==> config.mk <==
export PLATFORM = sky130hd
export DESIGN_NAME = rlbp_pixel_sequencer
export DESIGN_NICKNAME = d
export VERILOG_FILES = /design/src/rtl/rlbp_pixel_sequencer_pkg.sv /design/src/rtl/rlbp_pixel_sequencer_timer.sv /design/src/rtl/rlbp_pixel_sequencer.sv
export SDC_FILE = /design/constraint.sdc
export NUM_CORES = 1
export LEC_CHECK = 0
export ABC_AREA = 1
export CORE_ASPECT_RATIO = 1.5
export CORE_UTILIZATION = 50
export CTS_CLUSTER_SIZE = 10
export DETAILED_ROUTE_END_ITERATION = 12
export PLACE_DENSITY = 0.79
export SLEW_MARGIN = 15
export SYNTH_ARGS = -nofsm -noshare
export SYNTH_HDL_FRONTEND = slang
export SYNTH_SLANG_ARGS = --single-unit
==> constraint.sdc <==
create_clock -name wb_clk_i -period 2.7 [get_ports wb_clk_i]
set_input_delay 0.27 -clock wb_clk_i [delete_from_list [all_inputs] [get_ports wb_clk_i]]
set_output_delay 0.27 -clock wb_clk_i [all_outputs]
set_load 0.01 [all_outputs]
==> src/rtl/rlbp_pixel_sequencer_pkg.sv <==
// Shared types and defaults for the rlbp readout sequencer.
package rlbp_seq_pkg;

    localparam int NUM_PD_DEF      = 12;
    localparam int SYNC_STAGES_DEF = 2;
    localparam int IDX_W           = $clog2(NUM_PD_DEF);

    typedef enum logic [2:0] {
        IDLE,
        RST,
        INTEG,
        SH,
        SEL,
        CMP,
        LATCH,
        DONE
    } state_t;

endpackage

==> src/rtl/rlbp_pixel_sequencer_timer.sv <==
// Loadable down-counter shared by every phase; a programmed length of 0 behaves as 1.
module rlbp_phase_timer #(
    parameter int TW = 16
) (
    input  logic          clk,
    input  logic          rst_n,
    input  logic          load,
    input  logic [TW-1:0] len,
    output logic          done
);

    logic [TW-1:0] cnt;

    // NOTE: sequential state uses non-blocking assignments so every flop samples pre-edge values.
    always_ff @(posedge clk or negedge rst_n) begin
        if (!rst_n) begin
            cnt <= '0;
        end else if (load) begin
            cnt <= (len == '0) ? '0 : len - 1'b1;
        end else if (cnt != '0) begin
            cnt <= cnt - 1'b1;
        end
    end

    assign done = (cnt == '0);

endmodule

==> src/rtl/rlbp_pixel_sequencer.sv <==
// Frame sequencer: drives the analog phases, walks the photodiode pairs and packs the comparator decisions.
module rlbp_pixel_sequencer
    import rlbp_seq_pkg::*;
#(
    parameter int NUM_PD      = NUM_PD_DEF,
    parameter int SYNC_STAGES = SYNC_STAGES_DEF,
    parameter int TW          = 16,
    parameter int PW          = 8
) (
    input  logic              wb_clk_i,
    input  logic              wb_rst_ni,
    input  logic              start_i,
    input  logic              cont_i,
    input  logic              abort_i,
    input  logic [PW-1:0]     t_rst_i,
    input  logic [TW-1:0]     t_int_i,
    input  logic [PW-1:0]     t_sh_i,
    input  logic [PW-1:0]     t_sel_i,
    input  logic [PW-1:0]     t_cmp_i,
    input  logic              cmp_i,
    output logic              sh_rst_o,
    output logic              sw1_o,
    output logic              sw2_o,
    output logic              sh_o,
    output logic              sh_cmp_o,
    output logic [NUM_PD-1:0] pd_a_o,
    output logic [NUM_PD-1:0] pd_b_o,
    output logic [NUM_PD-1:0] code_o,
    output logic              code_valid_o,
    input  logic              code_ready_i,
    output logic              busy_o,
    output logic              frame_done_o
);

    typedef struct packed {
        logic              sh_rst;
        logic              sw1;
        logic              sw2;
        logic              sh;
        logic              sh_cmp;
        logic              busy;
        logic [NUM_PD-1:0] pd;
    } ctrl_t;

    // Control word for the state being entered; registering it keeps the analog phases glitch-free.
    function automatic ctrl_t ctrl_for(input state_t st, input logic [IDX_W-1:0] sel_idx);
        ctrl_t c;
        c      = '0;
        c.busy = (st != IDLE);
        case (st)
            RST:        c.sh_rst = 1'b1;
            INTEG:      c.sw1    = 1'b1;
            SH:         begin c.sh = 1'b1; c.sw2 = 1'b1; end
            SEL, LATCH: c.pd     = NUM_PD'(1) << sel_idx;
            CMP:        begin c.pd = NUM_PD'(1) << sel_idx; c.sh_cmp = 1'b1; end
            default:    ;
        endcase
        return c;
    endfunction

    state_t                 state;
    ctrl_t                  ctrl;
    logic [IDX_W-1:0]       idx;
    logic [NUM_PD-1:0]      shreg;
    logic [SYNC_STAGES-1:0] sync;
    logic                   cmp_s;
    logic                   tmr_load;
    logic [TW-1:0]          tmr_len;
    logic                   tmr_done;
    logic                   can_load;

    always_ff @(posedge wb_clk_i or negedge wb_rst_ni) begin
        if (!wb_rst_ni) sync <= '0;
        else            sync <= {sync[SYNC_STAGES-2:0], cmp_i};
    end
    assign cmp_s = sync[SYNC_STAGES-1];

    // The timer is reloaded with the next phase's length on the edge that leaves the current phase.
    // NOTE: every combinational output gets a default first so no latch is inferred.
    always_comb begin
        tmr_load = tmr_done;
        tmr_len  = '0;
        case (state)
            IDLE:    begin tmr_load = 1'b1; tmr_len = TW'(t_rst_i); end
            RST:     tmr_len = t_int_i;
            INTEG:   tmr_len = TW'(t_sh_i);
            SH:      tmr_len = TW'(t_sel_i);
            SEL:     tmr_len = TW'(t_cmp_i);
            CMP:     tmr_len = TW'(SYNC_STAGES + 1);
            LATCH:   tmr_len = TW'(t_sel_i);
            DONE:    begin tmr_load = 1'b1; tmr_len = TW'(t_rst_i); end
            default: ;
        endcase
    end

    rlbp_phase_timer #(.TW(TW)) u_timer (
        .clk   (wb_clk_i),
        .rst_n (wb_rst_ni),
        .load  (tmr_load),
        .len   (tmr_len),
        .done  (tmr_done)
    );

    assign can_load = !code_valid_o || code_ready_i;

    always_ff @(posedge wb_clk_i or negedge wb_rst_ni) begin
        if (!wb_rst_ni) begin
            state        <= IDLE;
            ctrl         <= '0;
            idx          <= '0;
            shreg        <= '0;
            code_o       <= '0;
            code_valid_o <= 1'b0;
            frame_done_o <= 1'b0;
        end else begin
            frame_done_o <= 1'b0;
            if (code_valid_o && code_ready_i) code_valid_o <= 1'b0;

            if (abort_i) begin
                state <= IDLE;
                ctrl  <= '0;
                idx   <= '0;
                shreg <= '0;
            end else begin
                case (state)
                    IDLE: if (start_i) begin
                        state <= RST;
                        idx   <= '0;
                        shreg <= '0;
                        ctrl  <= ctrl_for(RST, '0);
                    end
                    RST: if (tmr_done) begin
                        state <= INTEG;
                        ctrl  <= ctrl_for(INTEG, idx);
                    end
                    INTEG: if (tmr_done) begin
                        state <= SH;
                        ctrl  <= ctrl_for(SH, idx);
                    end
                    SH: if (tmr_done) begin
                        state <= SEL;
                        ctrl  <= ctrl_for(SEL, idx);
                    end
                    SEL: if (tmr_done) begin
                        state <= CMP;
                        ctrl  <= ctrl_for(CMP, idx);
                    end
                    CMP: if (tmr_done) begin
                        state <= LATCH;
                        ctrl  <= ctrl_for(LATCH, idx);
                    end
                    LATCH: if (tmr_done) begin
                        shreg[idx] <= cmp_s;
                        if (idx == IDX_W'(NUM_PD - 1)) begin
                            state <= DONE;
                            ctrl  <= ctrl_for(DONE, idx);
                        end else begin
                            idx   <= idx + 1'b1;
                            state <= SEL;
                            ctrl  <= ctrl_for(SEL, idx + 1'b1);
                        end
                    end
                    DONE: if (can_load) begin
                        code_o       <= shreg;
                        code_valid_o <= 1'b1;
                        frame_done_o <= 1'b1;
                        idx          <= '0;
                        if (cont_i) begin
                            state <= RST;
                            shreg <= '0;
                            ctrl  <= ctrl_for(RST, '0);
                        end else begin
                            state <= IDLE;
                            ctrl  <= '0;
                        end
                    end
                    default: begin
                        state <= IDLE;
                        ctrl  <= '0;
                    end
                endcase
            end
        end
    end

    assign sh_rst_o = ctrl.sh_rst;
    assign sw1_o    = ctrl.sw1;
    assign sw2_o    = ctrl.sw2;
    assign sh_o     = ctrl.sh;
    assign sh_cmp_o = ctrl.sh_cmp;
    assign busy_o   = ctrl.busy;
    assign pd_a_o   = ctrl.pd;
    assign pd_b_o   = ctrl.pd;

endmodule

# == Word level (Yosys, flattened, before mapping) ==
# Index checks and enable logic that the tools add are counted.
# word_totals
mem_bits_ro,0
n_memories,0
latch_bits,0
mem_bits_rw,0
wordCells,110
out_inout_bits,44
reg_bits,69
# op_classes
n_lt_le_gt_ge,2
mul,0
n_bitwise,1
div_mod_pow,0
reduce_logical,18
n_eq_ne,19
n_shift,2
n_mux,50
add_sub_neg,3
# op_table
cell,count
$mux W18,9
$pmux W18 S7,1
$pmux W16 S6,1
$mux W12,6
$mux W16,3
$pmux W12 S3,1
$logic_not A16 Y1,2
$sub A16 B1 Y16 const B,2
$ne A3 B3 Y1 const B,10
$mux W3,9
$pmux W3 S8,1
$shl A1 B4 Y12 const A,2
$mux W4,5
$reduce_bool A16 Y1,1
$bwmux W12,1
$eq A3 B3 Y1 const B,4
$pmux W4 S3,1
$mux W1,10
$reduce_and A5 Y1,2
$reduce_and A8 Y1,1
$reduce_and A7 Y1,1
$eq A3 B2 Y1 const B,2
$reduce_or A2 Y1,3
$lt A4 B5 Y1 const B,1
15 further kinds,16

# == Longest topological paths before layout ==
# logic_depth
word_depth,8
ltp_mapped,16

# == By module ==
# A second synthesis with hierarchy kept.
# unflattened
cells_unflattened,766
hier_area_um2,4984.8
# modules_own_cells
module,area_each_um2,cells_per_inst,n_inst
rlbp_pixel_sequencer,3304.4,503,1
rlbp_phase_timer,1680.4,263,1

# == Worst setup path after synthesis ==
# Ideal clock, no wire load.
# synth_timing
kind,reg-to-reg
start,register state[2]
end,register u_timer.cnt[12]
slack_ns,0.624
path_buffers,2
setup_time_ns,0.121
t_arrival_ns,1.955
synth_period_minus_slack_ns,2.076
required_time_ns,2.579
stages_incl_launch_ff,16
cell_sequence,dfrtp_1 > buf_2 > nand2_1 > inv_2 > nand2_1 > nand2_2 > nand2_1 > nand2_1 > o21bai_2 > ha_1 > nand4_1 > nor2_2 > nor2_4 > buf_6 > nand3_1 > nand2_1
# synth_between
elab_chain_cells,6
word_cells_on_any_way,17
classes_between,add/sub: 1; eq/ne: 7; mux: 4; reduce/logical: 5
# synth_lines
element,line,rtl
start: declaration,rlbp_pixel_sequencer.sv:61,state_t state;
start signal: assignment,rlbp_pixel_sequencer.sv:108,state <= IDLE;
start signal: assignment,rlbp_pixel_sequencer.sv:120,state <= IDLE;
start signal: assignment,rlbp_pixel_sequencer.sv:127,state <= RST;
"$eq A3 B3 Y1, or another cell as far along",rlbp_pixel_sequencer.sv:83,case (state)
$reduce_or A2 Y1 (no source line),--,
$pmux W16 S6,rlbp_pixel_sequencer.sv:83,
$sub A16 B1 Y16 or $logic_not A16 Y1 (tied branches),rlbp_pixel_sequencer_timer.sv:19,cnt <= (len == '0) ? '0 : len - 1'b1;
$mux W16,rlbp_pixel_sequencer_timer.sv:19,
$mux W16,rlbp_pixel_sequencer_timer.sv:18,end else if (load) begin
end signal: assignment,rlbp_pixel_sequencer_timer.sv:19,
end signal: assignment,rlbp_pixel_sequencer_timer.sv:21,cnt <= cnt - 1'b1;
end: declaration,rlbp_pixel_sequencer_timer.sv:12,logic [TW-1:0] cnt;
# Several ways; a longest one is shown, not always the timed one.
# A chain may end at the register's enable or synchronous reset.

# == Worst setup path after layout ==
# layout_timing
start,register state[1]
end,register u_timer.cnt[13]
# The elaborated chain is that of the path after synthesis.

==> key figures <==
Status
  • Status: finished, final reports clean

Route
  • Vias: roughly 4,600
  • First-pass DRT Iterations: 5
  • DR vias/cell: approximately 5.4
  • Drt first-iter violations: about 290
  • Final wirelength: 13.71 mm
  • Wire length per cell: around 16 µm
  • Routed Antenna Nets: 0
  • DRC: 0

Timing
  • Worst-Margin Slew: about 770 ps
  • Fin. Hold Viols: 0
  • Minimum clock period: 2463 ps
  • Crit share post-route: 91.22%
  • WHS: around 12 ps
  • Final setup viols: 0
  • Slew margin rel.: 48.99%
  • Final worst setup slack: 237.1 ps
  • Final setup TNS: 0 ps
  • Count of pins over their slew limit: 0
  • Skew final: 6.194 ps
  • Fmax: 406.0 MHz
  • RSZ-0062 raised after global routing: false

Logic synthesis
  • Top cells by count, synth: nand2_1 (175), nor2_1 (90), nand3_1 (80)
  • Yosys top cell by area: dfrtp_1
  • #FFs+latches synth: between 60 and 70
  • Ys async rst share: 100.0%
  • Yosys Warn Count: 0
  • Synth Flop Type: dfrtp_1
  • Top-count cell post-synth: nand2_1
  • Post-synth cell types: 38
  • Syn avg cell area: around 7 µm²
  • Post-synth top area share: a little under two fifths
  • Syn Inst Count: 644
  • Mapped Nets: 708
  • Post-synth EDFFs: 0
  • Synth Cell Area: 0.004519 mm²
  • Register area share after synthesis: 37.65%
  • Top post-synthesis cells by area: dfrtp_1 (38%), nand2_1 (15%), nand3_1 (8.9%)

Power
  • P per Cell Area: about 910 mW/mm²
  • Worst vdd ir: 523.8 µV
  • Leakage: ~2.9 nW

Clocking
  • CTS tree: yes
  • Num Clock Sinks: about 70
  • Depth of the CTS H-tree: 3
  • CTS Root Cell: clkbuf_16
  • Clock transition at path regs: approximately 60 ps
  • Worst-case clock buffer depth: 2
  • Clock Latency Late Sink: 340 ps
  • Hold Buf Count CTS: 0
  • CTS Buf Count: 9

GRT
  • Grt total ovfl: 0
  • GRT Util Overall: 30.78%
  • Initial antenna violation count: 0
  • Number of global-route vias before repair: 4,632
  • First-pass GRT wire length: 22.20 mm
  • Largest net degree at the start of global routing: 39

Setup path
  • CP peak stage delay: between 500 and 600 ps
  • Crit path max fanout: 17
  • CP max stage cell: dfrtp_2
  • Critical path startpoint category: flip-flop
  • Data required, critical path: between 2000 and 3000 ps
  • CP cell instances: inv_1, nand2_2, inv_2, nand2_4, nand3_1, o21bai_1, nand2_1, nor2_1, nand3_1, nand2_1, nand3_1, nand2_1
  • Critical path arrival: between 2000 and 3000 ps
  • CP endpoint kind: flip-flop
  • Worst Setup Path Type: reg -> reg
  • RR Startpoint: state[1]
  • CP startpoint: state[1]

Floorplanning
  • I/O Pins: 99
  • Core Region: 0.008776 mm²
  • Initial core utilization: 51.50%
  • Die H: 118.4 µm
  • Die area: 0.009431 mm²
  • Die width: 79.63 µm
  • Row count: 42

Place
  • Port bufs: 98
  • Pre-CTS WS: ~140 ps
  • Hpwl dp: 10.71 mm
  • Gpl congestion: 0.9447

Layout
  • Ant diodes: 0
  • Area grow syn2layout: 28.65%
  • Filler cells: just under 800
  • Nets@finish: around 800
  • Core Util, Final: 66.25%
  • Ratio of cells with drive above 1 in the final layout: around a tenth

Run
  • MaxCap Viol Count: 0

Worst hold path
  • Worst hold path type: in -> async
-- metal layers --
metal / vias to the layer above / routed length, µm / global-route usage, %
met5: - / 0 / 0
met4: 0 / 522 / 13.98
met3: 37 / 555 / 5.637
met2: 131 / 7618 / 58.28
met1: 2178 / 5016 / 31.33
li1: 2239 / - / -
-- logic make-up after synthesis --
kind of cell / after synthesis / share of synthesized area [%]
mux: 12 / 2.990
simple gates: 383 / 36.85
fa+ha+maj: 9 / 2.492
buf+inv: 98 / 10.19
flops: 68 / 37.65
xor+xnor: 9 / 1.744
compound gates: 65 / 8.084
-- state kept, by name, summed over array words and instances (netlist names) --
| name | count |
|---|---|
| u_timer.cnt | 16 |
| code_o | 12 |
| pd_a_o | 12 |
| shreg | 12 |
| idx | 4 |
| state | 3 |
| sync | 2 |
| busy_o | 1 |
| code_valid_o | 1 |
| frame_done_o | 1 |
| sh_cmp_o | 1 |
| sh_rst_o | 1 |
| sw1_o | 1 |
| sw2_o | 1 |
-- worst paths after layout --
path,slack [ps],depth (start not counted),end
min reg2reg,360,0,sync[1]
min,10,1,sh_rst_o
max in group asynchronous,2010,2,state[1]
min in group wb_clk_i,360,0,sync[1]
max reg2reg,240,12,u_timer.cnt[13]
max,240,12,u_timer.cnt[13]
-- final cells by class --
class	instances	area, µm²	share of cell area (%)
clock buffer	12	246.5	4.239
clock inverter	4	25.02	0.4304
timing repair buffer	111	1086	18.68
inverter	67	254.0	4.368
multi-input combinational	478	2360	40.59
sequential	68	1705	29.33
tap	110	137.6	2.367
-- cell usage in the layout, fill, tap and decap left out, drive strengths merged --
cell | Yosys | routed
xor2 | 3 | 3
a22oi | 2 | 2
or2 | 4 | 4
nand3 | 82 | 82
buf | 25 | 14
a211oi | 1 | 1
a32o | 1 | 1
o21bai | 3 | 3
ha | 9 | 9
o41ai | 1 | 1
clkbuf | 6 | 12
o31ai | 2 | 2
dfrtp | 68 | 68
inv | 66 | 66
clkdlybuf4s50 | 0 | 97
mux2 | 12 | 12
nand2 | 180 | 180
nor2 | 97 | 97
nand4 | 11 | 11
o21ai | 49 | 49
nor3 | 9 | 9
xnor2 | 6 | 6
a21oi | 6 | 6
clkinvlp | 0 | 2
clkinv | 1 | 3
-- worst max-delay path: cells and delay by family (launching register included) --
kind                   cells  cell delay (ps)
DFF                        1              510
buffers and inverters      2              170
and+or+nand+nor            9             1330
AOI/OAI and AO/OA          1              380
-- per-stage QoR --
| stage | instances | area, µm² | total power, mW |
|---|---|---|---|
| floorplan | 644 | 4519 | 3.353 |
| global placement | 834 | 5537 | 4.091 |
| detailed placement | 834 | 5537 | 4.149 |
| CTS | 850 | 5808 | 5.246 |
| global route | 850 | 5814 | 5.674 |
| finish | 850 | 5814 | 5.268 |
-- what timing repair did --
item,4_1_cts,5_1_grt
setup buffers,0,0
endpoints found under the setup margin,0,11
resized for setup,0,4
-- report_power, final --
| part | internal (mW) | total, mW | switching [mW] | leakage, nW |
|---|---|---|---|---|
| combinational | 0.946 | 2.84 | 1.90 | 1.87 |
| clock | 0.644 | 1.09 | 0.444 | 0.129 |
| sequential | 1.18 | 1.34 | 0.155 | 0.916 |
| total | 2.77 | 5.27 | 2.50 | 2.92 |
Power figures use the tool's default switching activity.
